<file path="src/rtl/conv11_compute.sv">
// Per-output-channel MAC engine for the 1x1 convolution layer: multiplies CIN
// (activation, weight) beats, adds a bias, then rounds, shifts, ReLUs and saturates.
module conv11_compute #(
  parameter int IN_WIDTH  = 8,
  parameter int W_WIDTH   = 8,
  parameter int ACC_WIDTH = 24,
  parameter int OUT_WIDTH = 8,
  parameter int CIN       = 16,
  parameter int SHIFT     = 7
) (
  input  logic                        clk,
  input  logic                        rst,
  input  logic                        in_valid,
  input  logic signed [IN_WIDTH-1:0]  in_data,
  input  logic signed [W_WIDTH-1:0]   in_weight,
  input  logic signed [ACC_WIDTH-1:0] bias,
  input  logic                        flush,
  output logic                        out_valid,
  output logic [OUT_WIDTH-1:0]        out_data,
  output logic                        busy
);

  localparam int CW = (CIN > 1) ? $clog2(CIN) : 1;
  localparam logic [CW-1:0] LAST_C = CW'(CIN - 1);
  localparam logic signed [ACC_WIDTH-1:0] RND_C =
    (SHIFT > 0) ? (ACC_WIDTH'(1'b1) << ((SHIFT > 0) ? (SHIFT - 1) : 0)) : {ACC_WIDTH{1'b0}};
  localparam logic signed [ACC_WIDTH-1:0] OMAX_C =
    {{(ACC_WIDTH-OUT_WIDTH){1'b0}}, {OUT_WIDTH{1'b1}}};

  // Round-half-up, arithmetic shift, then clamp into the unsigned output range.
  function automatic logic [OUT_WIDTH-1:0] requant(input logic signed [ACC_WIDTH-1:0] sum);
    logic signed [ACC_WIDTH-1:0] r;
    r = (sum + RND_C) >>> SHIFT;
    if (r[ACC_WIDTH-1]) begin
      requant = {OUT_WIDTH{1'b0}};
    end else if (r > OMAX_C) begin
      requant = {OUT_WIDTH{1'b1}};
    end else begin
      requant = r[OUT_WIDTH-1:0];
    end
  endfunction

  logic [CW-1:0]                count_r, count_nxt_s;
  logic                         s1_valid_r, s1_first_r, s1_last_r;
  logic                         s1_valid_nxt_s, s1_first_nxt_s, s1_last_nxt_s;
  logic signed [ACC_WIDTH-1:0]  s1_prod_r, s1_prod_nxt_s;
  logic signed [ACC_WIDTH-1:0]  bias_r, bias_nxt_s;
  logic signed [ACC_WIDTH-1:0]  acc_r, acc_nxt_s;
  logic                         s2_valid_r, s2_valid_nxt_s;
  logic signed [ACC_WIDTH-1:0]  s2_sum_r, s2_sum_nxt_s;
  logic                         out_valid_r, out_valid_nxt_s;
  logic [OUT_WIDTH-1:0]         out_data_r, out_data_nxt_s;
  logic                         busy_r, busy_nxt_s;

  logic                              beat_s;
  logic signed [IN_WIDTH+W_WIDTH-1:0] prod_s;
  logic signed [ACC_WIDTH-1:0]       acc_sum_s;

  assign prod_s = in_data * in_weight;

  // Next-state for the counter and the three pipeline stages; flush overrides everything.
  always_comb begin
    beat_s         = in_valid & ~flush;
    count_nxt_s    = count_r;
    s1_valid_nxt_s = beat_s;
    s1_first_nxt_s = s1_first_r;
    s1_last_nxt_s  = s1_last_r;
    s1_prod_nxt_s  = s1_prod_r;
    bias_nxt_s     = bias_r;
    acc_nxt_s      = acc_r;
    s2_valid_nxt_s = 1'b0;
    s2_sum_nxt_s   = s2_sum_r;
    out_valid_nxt_s = 1'b0;
    out_data_nxt_s = out_data_r;

    // A first-tagged product starts a fresh sum regardless of what acc holds.
    if (s1_first_r) begin
      acc_sum_s = s1_prod_r;
    end else begin
      acc_sum_s = acc_r + s1_prod_r;
    end

    if (flush) begin
      count_nxt_s = {CW{1'b0}};
      acc_nxt_s   = {ACC_WIDTH{1'b0}};
    end else begin
      if (beat_s) begin
        s1_first_nxt_s = (count_r == {CW{1'b0}});
        s1_last_nxt_s  = (count_r == LAST_C);
        s1_prod_nxt_s  = ACC_WIDTH'(prod_s);
        if (count_r == {CW{1'b0}}) begin
          bias_nxt_s = bias;
        end else begin
          bias_nxt_s = bias_r;
        end
        if (count_r == LAST_C) begin
          count_nxt_s = {CW{1'b0}};
        end else begin
          count_nxt_s = count_r + CW'(1'b1);
        end
      end else begin
        count_nxt_s = count_r;
      end

      if (s1_valid_r) begin
        acc_nxt_s = acc_sum_s;
        if (s1_last_r) begin
          s2_valid_nxt_s = 1'b1;
          s2_sum_nxt_s   = acc_sum_s + bias_r;
        end else begin
          s2_valid_nxt_s = 1'b0;
        end
      end else begin
        acc_nxt_s = acc_r;
      end

      if (s2_valid_r) begin
        out_valid_nxt_s = 1'b1;
        out_data_nxt_s  = requant(s2_sum_r);
      end else begin
        out_valid_nxt_s = 1'b0;
      end
    end

    busy_nxt_s = (count_nxt_s != {CW{1'b0}}) | s1_valid_nxt_s | s2_valid_nxt_s | out_valid_nxt_s;
  end

  // State registers, cleared asynchronously by the active-low reset.
  always_ff @(posedge clk or negedge rst) begin
    if (!rst) begin
      count_r     <= {CW{1'b0}};
      s1_valid_r  <= 1'b0;
      s1_first_r  <= 1'b0;
      s1_last_r   <= 1'b0;
      s1_prod_r   <= {ACC_WIDTH{1'b0}};
      bias_r      <= {ACC_WIDTH{1'b0}};
      acc_r       <= {ACC_WIDTH{1'b0}};
      s2_valid_r  <= 1'b0;
      s2_sum_r    <= {ACC_WIDTH{1'b0}};
      out_valid_r <= 1'b0;
      out_data_r  <= {OUT_WIDTH{1'b0}};
      busy_r      <= 1'b0;
    end else begin
      count_r     <= count_nxt_s;
      s1_valid_r  <= s1_valid_nxt_s;
      s1_first_r  <= s1_first_nxt_s;
      s1_last_r   <= s1_last_nxt_s;
      s1_prod_r   <= s1_prod_nxt_s;
      bias_r      <= bias_nxt_s;
      acc_r       <= acc_nxt_s;
      s2_valid_r  <= s2_valid_nxt_s;
      s2_sum_r    <= s2_sum_nxt_s;
      out_valid_r <= out_valid_nxt_s;
      out_data_r  <= out_data_nxt_s;
      busy_r      <= busy_nxt_s;
    end
  end

  assign out_valid = out_valid_r;
  assign out_data  = out_data_r;
  assign busy      = busy_r;

endmodule

</file>
<file path="config.mk">
export PLATFORM = sky130hd
export DESIGN_NAME = conv11_compute
export DESIGN_NICKNAME = d
export VERILOG_FILES = /design/src/rtl/conv11_compute.sv
export SDC_FILE = /design/constraint.sdc
export NUM_CORES = 1
export LEC_CHECK = 0
export ABC_AREA = 1
export CORE_UTILIZATION = 30
export CTS_BUF_LIST = sky130_fd_sc_hd__clkbuf_4 sky130_fd_sc_hd__clkbuf_8
export CTS_CLUSTER_DIAMETER = 80
export DETAILED_ROUTE_END_ITERATION = 10
export PLACE_DENSITY_LB_ADDON = 0.05
export SLEW_MARGIN = 15
export SYNTH_ARGS = -nofsm -noshare
export SYNTH_HDL_FRONTEND = slang
export SYNTH_SLANG_ARGS = --single-unit
</file>
<file path="constraint.sdc">
create_clock -name clk -period 4 [get_ports clk]
set_input_delay 1 -clock clk [delete_from_list [all_inputs] [get_ports clk]]
set_output_delay 1 -clock clk [all_outputs]
set_load 0.05 [all_outputs]
</file>
# Yosys cells after proc, flatten, opt, wreduce, memory -nomap -nowiden
# Cells that the tools add are included.
[totals]
output_inout_bits = 10
inputBits = 44
regBits = 106
[classes]
addsub = 4
mul = 1
order_cmp = 1
mux = 13
bitwise_logic = 5
n_reduce_logical = 7
eq_ne = 1
[ops]
columns = ["op", "n"]
rows = [
  ["two-way mux 24 bit", 3],
  ["adder 24 x 16 -> 24 bit", 1],
  ["adder 24 bit", 1],
  ["adder 24 x 8 -> 24 bit (second input constant)", 1],
  ["greater-than comparator 17 x 9 -> 1 bit (second input constant)", 1],
  ["multiplier 8 x 8 -> 16 bit", 1],
  ["two-way mux 8 bit", 2],
  ["two-way mux 4 bit", 3],
  ["AND reduction 3 bit", 2],
  ["two-way mux 1 bit", 5],
  ["adder 4 x 1 -> 4 bit (second input constant)", 1],
  ["== test 4 bit (second input constant)", 1],
  ["logical NOT 4 bit", 1],
  ["AND reduction 2 bit", 2],
  ["nonzero test 4 bit", 1],
  ["OR 1 bit", 3],
  ["nonzero test 2 bit", 1],
  ["bitwise AND 1 bit", 1],
  ["NOT 1 bit", 1],
]

# Logic depth before layout (Yosys ltp)
# Gate-level depths: netlist of run 1.
[logic_depth]
ltp_word = 8
depth_mapped = 25
depth_no_buf = 25

# Worst setup path after synthesis of run 1
# Ideal clock, no wire load.
[synth_path]
path_kind = "input -> register"
startpoint = "input in_data[0]"
endpoint = "register s1_prod_r[14]"
arrival_time_ps = 4817
cell_stages = 17
path_slack_ps = -934
required_ps = 3882
setup_time_ps = 118
path_cell_list = "clkbuf_1 or2_2 fa_1 fa_1 inv_1 fa_1 inv_1 fa_1 inv_1 ha_1 a21oi_1 o21ai_0 nand2_1 o2111ai_1 or2_2 nand3_1 nand2_1"
[synth_between]
elab_chain_cells = 1
[synth_rtl]
columns = ["item", "line", "text"]
rows = [
  ["from (decl)", "14", "input logic signed [IN_WIDTH-1:0] in_data,"],
  ["multiplier 8 x 8 -> 16 bit", "59", "assign prod_s = in_data * in_weight;"],
  ["to (signal assigned)", "135", "s1_prod_r <= {ACC_WIDTH{1'b0}};"],
  ["to (signal assigned)", "148", "s1_prod_r <= s1_prod_nxt_s;"],
  ["to (decl)", "46", "logic signed [ACC_WIDTH-1:0] s1_prod_r, s1_prod_nxt_s;"],
]
# No other way between the ends.
# A chain may end at the register's enable or synchronous reset.

# Final worst setup path of run 1
[layout_path]
startpoint = "input in_weight[7]"
endpoint = "register s1_prod_r[14]"
[layout_between]
elab_chain_cells = 1
[layout_rtl]
columns = ["item", "line", "text"]
rows = [
  ["from (decl)", "15", "input logic signed [W_WIDTH-1:0] in_weight,"],
  ["multiplier 8 x 8 -> 16 bit", "59", ""],
]
# No other way between the ends.

==> flow_metrics.env, run 1 <==
export IMPL_ant_nets=0
export IMPL_gr_usage_all_layers_pct=17.23
export IMPL_worst_ep_arrival_time_ns=4.58
export IMPL_r2r_end="s2_sum_r[23]"
export IMPL_critPathKind="in2reg"
export IMPL_place_congestion=0.8373
export IMPL_start_util_pct=30.50
export IMPL_ir_worst_vdd_v=0.0002402
export IMPL_fillerInstances=3408
export IMPL_critPathMaxFanout=4
export IMPL_syn_to_final_growth_pct=25.14
export IMPL_core_mm2=0.03156
export IMPL_die_w_um=181.1
export IMPL_synth_nets=1496
export IMPL_drive_gt1_share_pct=18.75
export IMPL_fin_ws_ns=-0.2867
export IMPL_die_area_mm2=0.03280
export IMPL_drt_iter0_drc=373
export IMPL_grt_pass1_wl_um=44930
export IMPL_critPathLaunchType="input port"
export IMPL_ios=54
export IMPL_cts_tree="yes"
export IMPL_max_freq_mhz=233.3
export IMPL_reg2reg_setup_slack_ns=0.16
export IMPL_post_drt_wl_per_cell_um=14.61
export IMPL_violations="setup timing"
export IMPL_synth_edf_count=0
export IMPL_cp_required_ns=4.29
export IMPL_ys_top_cells_by_area="dfrtp_1 26%, nand2_1 14%, fa_1 12%, ha_1 10%, inv_1 9.5%"
export IMPL_syn_inst=1316
export IMPL_wl_um=27240
export IMPL_setup_viol=8
export IMPL_dpl_cell_area_mm2=0.01145
export IMPL_clkTransAtPathRegs_ns=0.11
export IMPL_period_share_pct=107.2
export IMPL_num_rows=65
export IMPL_portBuffers=53
export IMPL_synth_seq_area_share_pct=26.00
export IMPL_grt_max_degree=57
export IMPL_slew_headroom_pct=56.37
export IMPL_syn_area_mm2=0.009624
export IMPL_crit_start="in_weight[7]"
export IMPL_die_h_um=181.1
export IMPL_htreeDepth=3
export IMPL_grt_pass1_vias=8663
export IMPL_tns_ns=-1.749
export IMPL_hp_class="reg2reg"
export IMPL_worstMarginPinSlew_ns=0.6544
export IMPL_firstDrtPassIters=5
export IMPL_reg2reg_from="s1_prod_r[15]"
export IMPL_antenna_found_initial=3
export IMPL_synth_seq_cells=100
export IMPL_drc=0
export IMPL_hpwlAfterDp_um=22340
export IMPL_final_area_mm2=0.01204
export IMPL_outcome="complete, but fails checks"
export IMPL_grt_overflow_total=0
export IMPL_dr_total_vias=8501
export IMPL_powerDensity_mw_per_mm2=660.8
export IMPL_endpoint_kind="register"
export IMPL_cts_sinks=100
export IMPL_hold_viol=0
export IMPL_layout_commonest_cell="nand2_1"
export IMPL_cts_root_buf="clkbuf_8"
export IMPL_drv_cap=0
export IMPL_finClkSkew_ns=0.02009
export IMPL_netlist_area_leader_share_pct=26.00
export IMPL_cts_hold_buf=0
export IMPL_avgViaCountPerCell=4.561
export IMPL_async_flop_share_pct=100.0
export IMPL_cp_endpoint="s1_prod_r[14]"
export IMPL_ys_types=42
export IMPL_cts_buffers=9
export IMPL_synth_largest_area_cell="dfrtp_1"
export IMPL_insertion_delay_ns=0.40
export IMPL_syn_avg_cell_area_um2=7.313
export IMPL_grt_setup_unrepaired="true"
export IMPL_reg2regPathDepth=20
export IMPL_period_minus_slack_ns=4.287
export IMPL_synth_ff_type="dfrtp_1"
export IMPL_cts_path_max_buffers=2
export IMPL_slew_viol_final=0
export IMPL_ys_warn_count=0
export IMPL_p_leak_nw=6.260
export IMPL_layout_common_cells="337 x nand2_1, 218 x inv_1, 105 x buf_4"
export IMPL_whs_path_depth=2
export IMPL_fin_nets=1636
==> report_power, final <==
part           internal (mW)  switching (mW)
clock network          0.308           0.438
registers               1.24           0.233
logic                   2.56            3.18
total                   4.10            3.85
==> worst min-delay path by stage <==
| stage | startpoint | slack, ns | to |
|---|---|---|---|
| after detailed placement | out_data[5] | 0.47 | out_data[5] |
| after CTS | out_data[5] | 0.50 | out_data[5] |
| final | out_data[7] | 0.49 | out_data[7] |
| after floorplan | acc_r[17] | 0.45 | acc_r[17] |
| after global placement | out_data[6] | 0.47 | out_data[6] |
| after global routing | out_data[2] | 0.53 | out_data[2] |
==> worst max-delay path: stages <==
cell       delay (ns)
buf_8            0.08
inv_4            0.03
or2_4            0.24
fa_1             0.50
fa_1             0.51
inv_2            0.04
fa_1             0.52
inv_1            0.05
fa_1             0.54
inv_2            0.04
ha_4             0.24
a21oi_4          0.17
o21ai_4          0.08
nand2_2          0.09
o2111ai_4        0.09
or2_4            0.25
nand3_2          0.07
nand2_1          0.05
==> layout make-up <==
cell class | instances | area (um^2) | area share, %
repair buffers | 163 | 1384 | 11.49
inverters | 244 | 923.4 | 7.667
clock buffers | 9 | 123.9 | 1.028
flip-flops and latches | 100 | 2502 | 20.78
diodes | 1 | 2.502 | 0.02078
clock inverters | 7 | 92.59 | 0.7687
well taps | 402 | 503.0 | 4.176
multi-input cells | 938 | 6513 | 54.07
==> cell families after synthesis <==
| family | Yosys count | share of synthesized area [%] |
|---|---|---|
| adder cells (fa/ha/maj) | 136 | 22.05 |
| multiplexers | 22 | 2.574 |
| AO/OA/AOI/OAI | 187 | 10.92 |
| XOR/XNOR | 34 | 3.094 |
| buffers and inverters | 278 | 10.89 |
| AND/OR/NAND/NOR | 559 | 24.47 |
| flip-flops | 100 | 26.00 |
==> sequential cells by signal, indices dropped and copies added, names as in the netlist, 4 cells and up <==
| register | cells |
|---|---|
| s1_prod_r | 16 |
| bias_r | 24 |
| count_r | 4 |
| s2_sum_r | 18 |
| out_data | 8 |
| acc_r | 24 |
==> layer usage <==
metal  wire length [um]  share of wire [%]  global-route usage [%]  up-vias
li1                   -                  -                       -     4436
met1              12770                 47                   22.28     3941
met2              13370                 49                   30.34       96
met3                656                2.4                   1.975       24
met4                418                1.5                   4.407        4
met5                 22              0.081                       0        -
==> through the flow <==
stage	hold slack, ns	power (mW)	instances	utilization, %	worst slack [ns]
after CTS	0.4990	7.712	1861	37.43	-0.2880
after global placement	0.4658	6.710	1834	36.27	-1.222
after detailed placement	0.4688	6.696	1834	36.27	-1.248
after global routing	0.5279	8.803	1863	38.16	-0.3973
after floorplan	0.4531	4.896	1316	-	-0.5587
final	0.4945	7.958	1864	38.17	-0.2867
==> cell usage after synthesis, types with 4 or more instances <==
cell type / n
a21o_1: 9
a21oi_1: 62
a31oi_1: 10
and2_1: 4
buf_2: 4
clkbuf_1: 29
dfrtp_1: 100
fa_1: 56
ha_1: 80
inv_1: 243
mux2_2: 22
nand2_1: 353
nand3_1: 68
nand3b_1: 4
nand4_1: 12
nor2_1: 75
nor3_1: 15
nor4_1: 5
o21ai_0: 57
o21ai_1: 20
o21bai_1: 11
or2_1: 4
or2_2: 12
xnor2_1: 16
xor2_1: 18
==> what timing repair did <==
| item | in CTS | in global routing |
|---|---|---|
| setup endpoints to repair | 11 | 21 |
| pin swaps | 46 | 27 |
| resized for setup | 111 | 61 |
| setup buffers | 11 | 2 |
Power figures use the tool's default switching activity.
==> run 2: changes to the inputs <==
GPL_TIMING_DRIVEN = 0   (was not set)
==> run 2 against run 1 <==
  * The run still ends with setup timing left
  * Design area decreased by 4.4%
  * Hold slack got worse by 0.044 ns
  * Clock-buffer cell count unchanged
  * Routed wire length increased by 0.51%
  * Power decreased by 7.5%
  * Critical path depth increased by 2
  * Utilization decreased by 1.7 points
  * Critical path type unchanged
  * Highest routed layer unchanged
==> flow_metrics.env, run 2 (same netlist as run 1, synthesis figures left out) <==
export IMPL_placed_cells=1756
export IMPL_crit_path_max_incr_delay_ns=0.54
export IMPL_clkTransAtPathRegs_ns=0.12
export IMPL_drive_gt1_share_pct=13.80
export IMPL_gr_usage_all_layers_pct=17.37
export IMPL_fin_hold_ws_ns=0.4509
export IMPL_cts_tree="yes"
export IMPL_fillerInstances=3421
export IMPL_cp_top_family="adder cells"
export IMPL_layout_common_cells="336 x nand2_1, 222 x inv_1, 99 x dfrtp_1"
export IMPL_die_w_um=181.1
export IMPL_setup_viol=7
export IMPL_cts_path_max_buffers=2
export IMPL_post_route_util_pct=36.49
export IMPL_path_cells="clkbuf_16, nand2_4, inv_4, fa_1, inv_1, fa_1, inv_1, fa_1, inv_1, fa_1, inv_2, ha_4, nand2_4, nand2_4, a21oi_4, o21ai_4, a21oi_2, or2_1, nand3_2, nand2_1"
export IMPL_slew_headroom_pct=31.61
export IMPL_multiInputGateArea_mm2=0.006576
export IMPL_power_internal_mw=3.601
export IMPL_die_h_um=181.1
export IMPL_grt_max_degree=76
export IMPL_cts_buffers=9
export IMPL_portBuffers=37
export IMPL_grt_overflow_total=0
export IMPL_core_mm2=0.03156
export IMPL_ios=54
export IMPL_fin_ws_ns=-0.2715
export IMPL_ir_worst_vdd_v=0.0002021
export IMPL_powerDensity_mw_per_mm2=639.0
export IMPL_grt_setup_unrepaired="true"
export IMPL_finClkSkew_ns=0.01404
export IMPL_slew_viol_final=0
export IMPL_drc=0
export IMPL_endpoint_kind="register"
export IMPL_drv_cap=0
export IMPL_cp_required_ns=4.29
export IMPL_die_area_mm2=0.03280
export IMPL_critPathKind="in2reg"
export IMPL_reg_top3="acc_r x24, bias_r x24, s2_sum_r x18"
export IMPL_cts_hold_buf=0
export IMPL_period_share_pct=106.8
export IMPL_start_util_pct=30.50
export IMPL_p_leak_nw=5.855
export IMPL_ant_nets=0
export IMPL_grt_pass1_vias=8515
export IMPL_worstMarginPinSlew_ns=1.022
export IMPL_dr_total_vias=8314
export IMPL_cts_sinks=100
export IMPL_insertion_delay_ns=0.39
export IMPL_pwr_share_clk_pct=9.0
export IMPL_grt_pass1_wl_um=44800
export IMPL_violations="setup timing"
export IMPL_drt_iter0_drc=324
export IMPL_power_total_mw=7.357
export IMPL_critPathMaxFanout=8
export IMPL_wl_um=27380
export IMPL_htreeDepth=3
export IMPL_register_area_mm2=0.002504
export IMPL_max_freq_mhz=234.1
export IMPL_hpwlAfterDp_um=22550
export IMPL_cts_root_buf="clkbuf_8"
export IMPL_cp_common_cell="fa_1"
export IMPL_worst_ep_arrival_time_ns=4.56
export IMPL_firstDrtPassIters=5
export IMPL_hp_class="in2async"
export IMPL_outcome="complete, but fails checks"
export IMPL_layout_commonest_cell="nand2_1"
export IMPL_fin_nets=1559
export IMPL_cp_buffers_inverters=6
export IMPL_instances_no_fill=1786
export IMPL_switching_share_pct=51.05
export IMPL_critPathLaunchType="input port"
export IMPL_hold_viol=0
export IMPL_antenna_found_initial=1
export IMPL_tns_ns=-1.285
export IMPL_syn_to_final_growth_pct=19.63
export IMPL_n_antenna_cell=0
export IMPL_p_comb_share_pct=70.9
export IMPL_crit_slowest_cell="fa_1"
export IMPL_post_drt_wl_per_cell_um=15.33
export IMPL_avgViaCountPerCell=4.655
export IMPL_seqPwrFrac_pct=20.1
export IMPL_power_switching_mw=3.756
export IMPL_num_rows=65
export IMPL_place_congestion=0.8137
export IMPL_period_minus_slack_ns=4.272
run 2: layout make-up:
cell class,count,share of cell area [%]
plain buffers,34,2.739
clock buffers,9,1.076
clock inverters,7,0.5216
inverters,244,8.042
multi-input cells,938,57.12
flip-flops and latches,100,21.75
well taps,402,4.369
repair buffers,52,4.390
run 2: power by group through the flow:
stage | Combinational (mW) | Sequential [mW] | Clock [mW]
2_1_floorplan | 3.44 | 1.46 | 0
3_3_place_gp | 4.62 | 1.49 | 0
3_5_place_dp | 4.63 | 1.49 | 0
4_1_cts | 4.85 | 1.47 | 0.696
5_1_grt | 5.87 | 1.51 | 0.737
6_report | 5.21 | 1.48 | 0.664
run 2: through the flow:
stage	cell area, um^2	worst slack (ns)
after floorplan	9932	-0.5587
after global placement	10810	-2.472
after detailed placement	10830	-1.379
after CTS	11210	-0.3072
after global routing	11510	-0.3943
final	11510	-0.2715
run 2: final timing paths:
path / cells past startpoint / endpoint / startpoint / slack, ns
worst max-delay path: 20 / s1_prod_r[13] / in_data[7] / -0.27
worst min-delay path: 1 / acc_r[22] / rst / 0.45
worst max register to register: 24 / s2_sum_r[23] / s1_prod_r[0] / 0.22
worst min register to register: 2 / out_data[5] / out_data[5] / 0.49
max in group asynchronous: 2 / bias_r[3] / rst / 2.86
min in group clk: 2 / out_data[5] / out_data[5] / 0.49
run 2: routing by layer:
metal  wire length (um)  vias to the layer above  track usage, %
li1                   -                     4273               -
met1              12970                     3900           22.98
met2              13160                      114           29.85
met3                780                       25           2.278
met4                454                        2           4.203
met5                 13                        -               0
run 2: timing repair:
action                                  4_1_cts  5_1_grt
pin swaps                                    10       32
buffers inserted                              6        8
endpoints found under the setup margin       12       21
resized for setup                            40       70
==> run 3: changes to the inputs <==
TNS_END_PERCENT = 5   (was not set)
clock period = 4.6 ns   (was 4 ns; I/O delays follow)
==> run 3 against run 2 <==
  * Design area decreased by 3.1%
  * Sequential power decreased by 14%
  * Highest routed layer unchanged
  * Critical endpoint unchanged
  * Die area unchanged
  * Largest cell class unchanged
  * Clock-buffer cell count unchanged
  * Worst setup slack improved by 0.39 ns
  * Critical path type unchanged
  * The run now ends clean
  * Register-to-register slack improved by 0.26 ns
==> flow_metrics.env, run 3 (same netlist as run 1, synthesis figures left out) <==
export IMPL_outcome="finished, final reports clean"
export IMPL_multiInputGateArea_mm2=0.006314
export IMPL_insertion_delay_ns=0.40
export IMPL_ant_nets=0
export IMPL_cts_hold_buf=0
export IMPL_grt_pass1_wl_um=44380
export IMPL_p_leak_nw=5.775
export IMPL_register_area_mm2=0.002502
export IMPL_ir_worst_vdd_v=0.0002526
export IMPL_layout_commonest_cell="nand2_1"
export IMPL_clkTransAtPathRegs_ns=0.11
export IMPL_cts_path_max_buffers=2
export IMPL_hold_viol=0
export IMPL_worstMarginPinSlew_ns=0.9422
export IMPL_worst_ep_arrival_time_ns=4.77
export IMPL_avgViaCountPerCell=4.588
export IMPL_drt_iter0_drc=382
export IMPL_hp_class="reg2reg"
export IMPL_fillerInstances=3431
export IMPL_cts_root_buf="clkbuf_8"
export IMPL_setup_viol=0
export IMPL_start_util_pct=30.50
export IMPL_endpoint_kind="register"
export IMPL_n_antenna_cell=0
export IMPL_fin_ws_ns=0.1172
export IMPL_max_freq_mhz=223.1
export IMPL_period_share_pct=97.45
export IMPL_antenna_found_initial=1
export IMPL_instances_no_fill=1779
export IMPL_grt_max_degree=75
export IMPL_fin_hold_ws_ns=0.4938
export IMPL_portBuffers=37
export IMPL_cts_tree="yes"
export IMPL_hpwlAfterDp_um=22550
export IMPL_critPathKind="in2reg"
export IMPL_die_h_um=181.1
export IMPL_grt_pass1_vias=8365
export IMPL_pre_cts_ws_ns=-0.9313
export IMPL_reg_top3="acc_r x24, bias_r x24, s2_sum_r x18"
export IMPL_syn_to_final_growth_pct=15.87
export IMPL_firstDrtPassIters=5
export IMPL_slew_viol_final=0
export IMPL_powerDensity_mw_per_mm2=545.8
export IMPL_drive_gt1_share_pct=9.731
export IMPL_period_minus_slack_ns=4.483
export IMPL_fin_nets=1552
export IMPL_layout_common_cells="346 x nand2_1, 234 x inv_1, 100 x dfrtp_1"
export IMPL_cts_buffers=9
export IMPL_grt_setup_unrepaired="true"
export IMPL_num_rows=65
export IMPL_placed_cells=1756
export IMPL_drv_cap=0
export IMPL_cts_sinks=100
export IMPL_finClkSkew_ns=0.01997
export IMPL_core_mm2=0.03156
export IMPL_post_drt_wl_per_cell_um=15.23
export IMPL_wl_um=27100
export IMPL_grt_overflow_total=0
export IMPL_slew_headroom_pct=36.95
export IMPL_dr_total_vias=8162
export IMPL_place_congestion=0.8508
export IMPL_die_area_mm2=0.03280
export IMPL_critPathMaxFanout=8
export IMPL_ios=54
export IMPL_die_w_um=181.1
export IMPL_cp_required_ns=4.88
export IMPL_htreeDepth=3
export IMPL_drc=0
export IMPL_gr_usage_all_layers_pct=17.20
export IMPL_critPathLaunchType="input port"
## run 3: changes by cell type in the layout (fill, tap and decap cells not counted), moves of 4 or more
cell,change
inv_1,+12
inv_2,-11
nand2_1,+10
buf_4,-8
ha_1,+7
nand2_2,-6
o21ai_0,+6
a21oi_1,+4
a31oi_1,+4
clkbuf_2,+4
ha_4,-4
nand2_4,-4
## run 3: where the power goes
group | switching [mW] | total [mW] | internal [mW]
Sequential | 0.204 | 1.28 | 1.08
Clock | 0.377 | 0.644 | 0.267
Combinational | 2.49 | 4.16 | 1.67
## run 3: cell type report
cell class | count | area share [%]
timing repair buffer | 45 | 4.005
multi-input combinational | 938 | 56.61
clock inverter | 7 | 0.7854
sequential | 100 | 22.44
buffer | 34 | 2.255
clock buffer | 9 | 1.111
inverter | 244 | 8.280
tap | 402 | 4.510
## run 3: critical path, stage by stage
cell      delay, ns
clkbuf_2       0.17
nand2_1        0.10
inv_1          0.05
fa_1           0.48
inv_1          0.05
fa_1           0.48
inv_1          0.05
fa_1           0.52
inv_1          0.05
fa_1           0.49
inv_2          0.04
ha_4           0.28
nand2_2        0.05
nand2_1        0.08
a21oi_2        0.07
o21ai_2        0.19
a21oi_2        0.08
or2_1          0.22
nand3_1        0.07
nand2_1        0.06
## run 3: timing repair
item | in CTS | in global routing
cloned | 0 | 0
setup buffers | 2 | 5
resized for setup | 19 | 22
endpoints found under the hold margin | 0 | 0
pin swaps | 12 | 9
setup endpoints to repair | 7 | 7
## run 3: path summary, 6_finish.rpt
| kind | start | endpoint | slack, ns | cells past startpoint |
|---|---|---|---|---|
| worst max-delay path | in_weight[1] | s1_prod_r[13] | 0.12 | 20 |
| min in group asynchronous | rst | acc_r[22] | 0.60 | 1 |
| worst max register to register | acc_r[0] | s2_sum_r[17] | 0.48 | 18 |
| max in group asynchronous | rst | s2_sum_r[6] | 3.31 | 2 |
| worst min-delay path | out_data[2] | out_data[2] | 0.49 | 2 |
| worst min register to register | out_data[2] | out_data[2] | 0.49 | 2 |
## run 3: per-layer routing
layer,wire length (um),vias to the layer above,track usage [%]
li1,-,4263,-
met1,13260,3793,22.78
met2,12730,83,29.32
met3,562,21,2.016
met4,526,2,4.949
met5,13,-,0
## run 3: stage by stage
stage	setup TNS (ns)	utilization [%]	area, um^2	power, mW
5_1_grt	-0.02488	35.34	11150	6.769
3_5_place_dp	-6.082	34.12	10770	5.266
6_report	0	35.34	11150	6.087
2_1_floorplan	-0.3352	-	9863	4.205
3_3_place_gp	-209.34	34.02	10740	5.259
4_1_cts	0	35.00	11040	6.039
==> RTL change, RTL diff (settings of run 2) <==
The parameter `CIN` goes from 16 to 32.
--- a/src/rtl/conv11_compute.sv
+++ b/src/rtl/conv11_compute.sv
@@ -7,3 +7,3 @@
   parameter int OUT_WIDTH = 8,
-  parameter int CIN       = 16,
+  parameter int CIN       = 32,
   parameter int SHIFT     = 7
Formal check against the unedited RTL: same outputs for any inputs over 10 cycles, from zero or initial values and one cycle with rst low; that may be too few to reach the edited logic, so the function may still have changed.
==> RTL change against run 2 <==
The run still ends with negative setup slack left. Wire length fell by 2.8%. Register-to-register slack worse by 0.02 ns. Sequential cell count grew 1. Power rose by 1.5%. Area after synthesis is the same. Design area decreased by 0.36%. Setup slack worse by 0.0021 ns. Count of clock-buffer cells in the layout unchanged. Combinational power about the same.
==> RTL change: results (changes against run 2) <==
| Metric | Value |
|---|---|
| Biggest regs | `acc_r: 24 flops, bias_r: 24 flops, s2_sum_r: 18 flops` |
| Share of cells above drive strength 1 | `13.6% (-0.24 points)` |
| Htree depth | `3 (unchanged)` |
| Fin Setup TNS | `-1.38 ns (-0.0983 ns)` |
| Pin count of the biggest net entering global routing | `54 (-29%)` |
| I/O Buffers | `38 (+2.7%)` |
| CP Max Fanout | `8 (unchanged)` |
| Highest metal used | `met5` |
| Cell Area, Placed | `0.0109 mm² (+0.29%)` |
| Met3 Routed Length | `673 µm (-14%)` |
| Reg2reg start | `s1_prod_r[15]` |
| Failing checks | `negative setup slack` |
| Most frequent cells after synthesis | `nand2_1 (338), inv_1 (242), dfrtp_1 (101), o21ai_0 (86), ha_1 (81)` |
| Hold WC Path Type | `reg -> reg` |
| Synth top area cells | `dfrtp_1 (26%), nand2_1 (13%), fa_1 (12%), ha_1 (11%), inv_1 (9.4%)` |
| Least-Margin Pin Slew | `0.687 ns (-0.335 ns)` |
| Grt met1 use | `22.4% (-0.57 points)` |
| Clock transition at the registers of the reported paths | `0.11 ns` |
| GP Congestion | `0.800 (-1.7%)` |
| Setup crit start | `in_data[5]` |
| Leakage | `0.00584 µW (-0.30%)` |
| Setup bufs post-CTS | `9 (+3)` |
| Met2 Use GR | `30.4% (+0.60 points)` |
| Post-Place Worst Slack | `-1.37 ns (+0.00982 ns)` |
| Post-synthesis sequential area ratio | `26.3% (+0.26 points)` |
| Yosys top cell area share | `26.3% (+0.26 points)` |
| Fillcell total | `3415 (-0.18%)` |
| Post-CTS sizing | `50 (+25%)` |
| Via density per instance | `4.62 (-0.74%)` |
| Number of global-route vias before repair | `8717 (+2.4%)` |
| Routed length on met1 | `12.6 mm (-2.8%)` |
| Critical path arrival | `4.53 ns (-0.03 ns)` |
| Status | `finished with violations` |
| Final setup skew | `0.0170 ns (+0.00295 ns)` |
| Peak supply drop | `0.000246 V (+22%)` |
| Met3 GRT Util | `2.20% (-0.081 points)` |
| Worst-Skew Late Latency | `0.39 ns (about the same)` |
| Netlist cell types | `46 (+9.5%)` |
| Hpwl dp | `22.2 mm (-1.6%)` |
| DRT iter0 DRCs | `383 (+18%)` |
| Asr flop ratio synth | `100% (unchanged)` |
| Synthesized net count | `1483 (-0.87%)` |
| Num CTS Buffers | `9 (unchanged)` |
| DR WL met2 | `12.9 mm (-1.9%)` |
| Wire per inst | `15.0 µm (-2.2%)` |
| Yosys warning total | `0 (unchanged)` |
| Final setup margin | `-0.274 ns (-0.00209 ns)` |
| DR pass1 iterations | `5 (unchanged)` |
| Root buf cell | `clkbuf_8` |
| EDFF count, synth | `0 (unchanged)` |
| HP Start | `out_data[1]` |
| GR Util All Layers | `17.3% (-0.037 points)` |
| Area of the multi-input gates | `0.00644 mm² (-2.0%)` |
| Antenna violations before repair | `1 (unchanged)` |
| CTS Buffer Depth | `2 (unchanged)` |
| Final setup fails | `7 (unchanged)` |
| First-pass GRT wire length | `45.1 mm (+0.56%)` |
RTL change: worst paths after layout:
path	end	slack [ns]	depth (start not counted)
max reg2reg	s2_sum_r[23]	0.20	21
min	out_data[1]	0.49	2
max	s1_prod_r[15]	-0.27	20
min in group asynchronous	acc_r[20]	0.55	1
min reg2reg	out_data[1]	0.49	2
max in group asynchronous	s1_prod_r[11]	2.80	2
RTL change: power by group:
part           switching, µW  total, µW  internal, µW
sequential               253       1510          1260
combinational           3080       5220          2140
clock                    427        733           306
total                   3760       7460          3710
RTL change: critical path, stage by stage:
cell,delay [ns]
clkbuf_16,0.14
nand2_4,0.06
inv_2,0.03
fa_1,0.54
inv_2,0.04
fa_1,0.54
inv_2,0.04
fa_1,0.47
inv_1,0.05
fa_1,0.48
inv_2,0.05
ha_4,0.26
buf_4,0.14
nand2_1,0.06
nor2_1,0.05
nand3_1,0.07
nand4_1,0.11
or2_4,0.27
nand3_2,0.06
o21ai_1,0.07
RTL change: cells by family after synthesis:
logic type / Yosys count / share of synthesized area [%]
flip-flops: 101 / 26.3
buffers and inverters: 278 / 10.9
AO/OA/AOI/OAI: 192 / 11.1
adder cells (fa/ha/maj): 137 / 22.2
XOR/XNOR: 36 / 3.28
AND/OR/NAND/NOR: 536 / 23.7
multiplexers: 22 / 2.57
RTL change: layout make-up:
class,count,share of cell area [%]
diodes,1,0.0218
repair buffers,54,4.53
multi-input cells,923,56.2
inverters,244,8.14
clock inverters,7,0.763
flip-flops and latches,101,22.0
clock buffers,9,1.08
well taps,402,4.38
plain buffers,34,2.90
RTL change: stage by stage:
stage                     instances  hold WS, ns
after floorplan                1302        0.453
after global placement         1742        0.467
after detailed placement       1743        0.465
after CTS                      1768        0.496
after global routing           1774        0.529
final                          1775        0.492
